File: config.mk
export PLATFORM = sky130hd
export DESIGN_NAME = pipe_register
export DESIGN_NICKNAME = d
export VERILOG_FILES = /design/src/rtl/pipe_register.sv
export SDC_FILE = /design/constraint.sdc
export NUM_CORES = 1
export LEC_CHECK = 0
export BUFFER_PORTS_ARGS = -buffer_cell sky130_fd_sc_hd__buf_2
export CORE_MARGIN = 2
export CORE_UTILIZATION = 50
export CTS_CLUSTER_DIAMETER = 40
export CTS_CLUSTER_SIZE = 8
export DETAILED_ROUTE_END_ITERATION = 12
export PLACE_DENSITY = 0.74
export SLEW_MARGIN = 20
export SYNTH_ARGS = -nofsm -noshare
export SYNTH_HDL_FRONTEND = slang
export SYNTH_SLANG_ARGS = --single-unit
File: constraint.sdc
create_clock -name clk -period 3.98 [get_ports clk]
set_input_delay 0.199 -clock clk [delete_from_list [all_inputs] [get_ports clk]]
set_output_delay 0.199 -clock clk [all_outputs]
set_load 0.005 [all_outputs]
File: src/rtl/pipe_register.sv
// Elastic valid/ready register pipeline of STAGES stages with bubble collapsing.
// Define PIPE_REGISTER_OCC_EN to add the registered occupancy output occ.

module pipe_register_stage #(
    parameter int N = 8
) (
    input  logic         clk,
    input  logic         clear_n,
    input  logic         flush,
    input  logic         up_valid,
    input  logic [N-1:0] up_data,
    input  logic         ready,
    input  logic         down_ready,
    output logic         valid,
    output logic [N-1:0] data
);
    logic load;

    assign load = up_valid && ready && !flush;

    // Empty when the beat leaves downstream and nothing refills the slot.
    always_ff @(posedge clk or negedge clear_n) begin
        if (!clear_n)
            valid <= 1'b0;
        else if (flush)
            valid <= 1'b0;
        else if (load)
            valid <= 1'b1;
        else if (down_ready)
            valid <= 1'b0;
    end

    always_ff @(posedge clk or negedge clear_n) begin
        if (!clear_n)
            data <= '0;
        else if (load)
            data <= up_data;
    end
endmodule

module pipe_register #(
    parameter int N      = 8,
    parameter int STAGES = 3
) (
    input  logic                          clk,
    input  logic                          clear_n,
    input  logic                          flush,
    input  logic                          in_valid,
    output logic                          in_ready,
    input  logic [N-1:0]                  in_data,
    output logic                          out_valid,
    input  logic                          out_ready,
`ifdef PIPE_REGISTER_OCC_EN
    output logic [N-1:0]                  out_data,
    output logic [$clog2(STAGES+1)-1:0]   occ
`else
    output logic [N-1:0]                  out_data
`endif
);
    logic [STAGES-1:0]        valid;
    logic [STAGES-1:0][N-1:0] data;
    logic [STAGES:0]          ready;

    // Ready ripples from the output back toward the input.
    always_comb begin
        ready         = '0;
        ready[STAGES] = out_ready;
        for (int i = STAGES - 1; i >= 0; i--)
            ready[i] = !valid[i] || ready[i+1];
    end

    assign in_ready  = ready[0] && !flush;
    assign out_valid = valid[STAGES-1];
    assign out_data  = data[STAGES-1];

    for (genvar i = 0; i < STAGES; i++) begin : g_stage
        logic         up_valid;
        logic [N-1:0] up_data;

        if (i == 0) begin : g_head
            assign up_valid = in_valid;
            assign up_data  = in_data;
        end else begin : g_body
            assign up_valid = valid[i-1];
            assign up_data  = data[i-1];
        end

        pipe_register_stage #(.N(N)) u_stage (
            .clk        (clk),
            .clear_n    (clear_n),
            .flush      (flush),
            .up_valid   (up_valid),
            .up_data    (up_data),
            .ready      (ready[i]),
            .down_ready (ready[i+1]),
            .valid      (valid[i]),
            .data       (data[i])
        );
    end

`ifdef PIPE_REGISTER_OCC_EN
    localparam int OCC_W = $clog2(STAGES + 1);

    logic in_fire;
    logic out_fire;

    assign in_fire  = in_valid && in_ready;
    assign out_fire = out_valid && out_ready && !flush;

    always_ff @(posedge clk or negedge clear_n) begin
        if (!clear_n)
            occ <= '0;
        else if (flush)
            occ <= '0;
        else
            occ <= occ + OCC_W'(in_fire) - OCC_W'(out_fire);
    end
`endif
endmodule
* Word-level counts from Yosys, hierarchy flattened *
Cells that the tools add are included.

cells by class
  muxes and demuxes = 9
  reductions and logical operators = 17

operators by type and width
  operator           count
  $mux 1             9
  $reduce_bool 3->1  3
  $logic_and 1x1->1  7
  $logic_not 1->1    4
  $logic_or 1x1->1   3

storage, ports and cells
  bits in registers = 27
  input bits = 13
  logic and storage cells = 32

* Longest topological paths before layout *
  word-level depth = 8
  depth in mapped cells = 5
  gate-level depth less buffers = 3

* Cells and area by module *
From an unflattened synthesis, not the netlist that was laid out.

second synthesis, totals
  cells, all modules = 68
  area total of the unflattened synthesis = 1083.5 µm²

by module, submodules not included
  module               times used  cells an instance  area an instance (µm²)
  pipe_register_stage  3           21                 350.3
  pipe_register        1           5                  32.5

* Least setup slack after synthesis *
Ideal clock, no wire load.

  path kind = register to register
  start = reg g_stage[2].u_stage.valid
  end = reg g_stage[0].u_stage.data[0]
  library setup time = 125 ps
  arrival time = 1392 ps
  data required time = 3855 ps
  path slack = 2463 ps
  stages on the path, launching flop included = 6
  buffers on the path = 2
  period minus slack after synthesis = 1517 ps
  cells stage by stage = dfrtp_1 > nor2b_4 > buf_6 > a311o_1 > buf_6 > mux2_4

between the ends
  word-level cells in the longest chain between the ends = 6

ends and longest elaborated chain
  element                          line  RTL
  start: declaration               14    output logic valid,
  start signal: assignment         24    valid <= 1'b0;
  start signal: assignment         26    valid <= 1'b0;
  start signal: assignment         28    valid <= 1'b1;
  $logic_not 1->1                  69    ready[i] = !valid[i] || ready[i+1];
  $logic_or 1x1->1 (3 in series)   69
  $logic_and 1x1->1 (2 in series)  19    assign load = up_valid && ready && !flush;
  end signal: assignment           37    data <= up_data;
  end: declaration                 15    output logic [N-1:0] data

Every way passes these cells.
A chain may end at the register's enable or synchronous reset.

* Worst setup path after layout *
Same ends and word-level chain as after synthesis.

==> flow_metrics.tcl <==
set metrics [dict create \
    drt_pass1_iterations 4 \
    cts_setup_buffers 0 \
    cts_tree "done" \
    grt_pass1_vias 564 \
    power.internal_mw 0.471 \
    gr-total-overflow 0 \
    period_share_pct 40.8 \
    critPathLaunchType "flop" \
    slew-limit-headroom_pct 62.2 \
    syn2layout_area_growth_pct 13.0 \
    critPathCaptureType "flop" \
    rsz0062_at_grt "no" \
    multi_input_area_um2 385 \
    io_buffers 22 \
    via_count 575 \
    cts_buffers 3 \
    drive_above_1_share_pct 58.2 \
    critPathKind "reg2reg" \
    hp-class "in2reg" \
    ir_worst_vdd_mv 0.269 \
    dr.max_layer_used "met4" \
    hold_ws_ns 0.100 \
    die_w_um 51.1 \
    cts-root-buf "clkbuf_4" \
    grt_use_total_pct 13.9 \
    dpl-instance-area_um2 1210 \
    r2r_start "g_stage[2].u_stage.valid$_DFFE_PN0P_" \
    yosysTopAreaCell "dfrtp_1" \
    arrival_ns 1.83 \
    ys_seq_elements 27 \
    seq_power_share_pct 60.2 \
    pre_cts_ws_ns 2.36 \
    wl_met1_um 761 \
    power.density_nw_per_um2 497 \
    yosysMostFrequentCell "dfrtp_1" \
    ant_nets 0 \
    numPlacedInstances 114 \
    dr_wl_met3_um 67 \
    synth_top_area_share_pct 61.0 \
    clock_power_share_pct 18.0 \
    p_comb_share_pct 21.7 \
    maxSlewViolCount 0 \
    swShare_pct 24.4 \
    holdBufCountCts 1 \
    antenna_found_initial 0 \
    netlist_area_um2 1110 \
    seqCellArea_um2 676 \
    maxCapViolCount 0 \
    syn_avg_cell_area_um2 16.3 \
    ys_seq_area_share_pct 61.0 \
    ios 23 \
    netlist_top_cells_count "dfrtp_1 (27), mux2_2 (16), mux2_4 (8), nor2_1 (4), buf_6 (3)" \
    final_nets 105 \
    tns_ns 0 \
    status "finished, final reports clean" \
    crit_required_ns 4.19 \
    cts.reportedPaths.clkPinSlew_ns 0.14 \
    post_cts_resized 0 \
    synth-async-reset-ratio_pct 100 \
    netSwitchingPower_mw 0.152 \
    finalCriticalPeriod_ns 1.62 \
    skew_ns 0.00581 \
    max_freq_ghz 0.616 \
    hold_viol_final 0 \
    ys_warn_count 0 \
    fin_cells 119 \
    synth_area_leaders "dfrtp_1 (61%), mux2_2 (16%), mux2_4 (11%), buf_6 (3.1%), nor3b_4 (1.7%)" \
    crit_fanout 8 \
    start_util_pct 51.5 \
    grt_pass1_wl_um 2590 \
    wl_per_cell_um 12.8 \
    cts_buffer_depth 2 \
    rows 17 \
    postSynthCellCount 68 \
    drt_iter0_drc 11 \
    drc 0 \
    insertion_delay_ns 0.31 \
    gp_congestion 0.675 \
    synthFlopType "dfrtp_1" \
    via_per_inst 4.83 \
    core_um2 2150 \
    synth-edff-count 0 \
    diodes 0 \
    hpwl_um 1110 \
    synth_cell_types 13 \
    finalSetupViolCount 0 \
    tightest_slew_ns 0.567 \
    cts_sinks 27 \
    n_fill_cell 177 \
    finish.utilization_pct 58.2 \
    crit_start "g_stage[2].u_stage.valid$_DFFE_PN0P_" \
    grt_max_degree 28 \
    dieHeight_um 51.1 \
    wl_um 1530 \
    htreeDepth 1 \
    leakagePower_nw 0.608 \
    die_area_um2 2610 \
    fin_total_pwr_mw 0.622 \
    route.met2.wl_um 683 \
    final_area_um2 1250 \
    min_from "in_data[1]" \
    worst_slack_ns 2.36 \
    synth_nets 81 \
]
state kept, by name, indices dropped and copies added (netlist names):
register	flops
g_stage.u_stage.data	24
g_stage.u_stage.valid	3
cells by family after synthesis:
group                  Yosys count  synth area share (%)
AO/OA/AOI/OAI                    5                  3.39
multiplexers                    24                  27.1
AND/OR/NAND/NOR                  6                  4.29
buffers and inverters            6                  4.18
flip-flops                      27                  61.0
cells in the final DEF, fill, tap and decap left out, drive strengths merged:
cell type and instances:
a211o 1, a21oi 1, a311o 1, a31oi 2
buf 22, clkbuf 3, clkinv 1, dfrtp 27
dlygate4sd3 1, inv 2, mux2 24, nor2 4
nor2b 1, nor3b 1
power by group through the flow:
stage | clock, mW | combinational (mW) | sequential (mW)
4_1_cts | 0.119 | 0.139 | 0.376
6_report | 0.112 | 0.135 | 0.375
2_1_floorplan | 0 | 0.0810 | 0.381
5_1_grt | 0.132 | 0.149 | 0.385
3_3_place_gp | 0 | 0.134 | 0.380
3_5_place_dp | 0 | 0.138 | 0.383
cell type report:
cell class                 instances  area share [%]
timing repair buffer              23            9.60
clock buffer                       3            1.80
clock inverter                     1           0.400
multi-input combinational         35            30.8
sequential                        27            54.0
tap                               28            2.80
inverter                           2           0.600
worst paths after layout:
check / cells past startpoint / slack (ns) / end
max in group asynchronous: 2 / 3.22 / g_stage[0].u_stage.data[0]$_DFFE_PN0P_
setup reg to reg: 3 / 2.36 / g_stage[0].u_stage.data[0]$_DFFE_PN0P_
setup / recovery: 3 / 2.36 / g_stage[0].u_stage.data[0]$_DFFE_PN0P_
hold reg to reg: 1 / 0.51 / g_stage[2].u_stage.data[6]$_DFFE_PN0P_
hold / removal: 2 / 0.10 / g_stage[0].u_stage.data[1]$_DFFE_PN0P_
min in group asynchronous: 2 / 0.39 / g_stage[2].u_stage.valid$_DFFE_PN0P_
metal layers:
metal	global-route usage (%)	vias to the layer above
met3	3.80	2
met4	8.11	0
li1	-	282
met2	20.1	12
met1	18.7	279
met5	0	-
critical path, stage by stage (launching register included):
cell	delay [ns]
dfrtp_1	0.37
nor2b_4	0.24
a311o_1	0.57
mux2_4	0.35
Note: power is estimated with default switching activity, not from simulation.
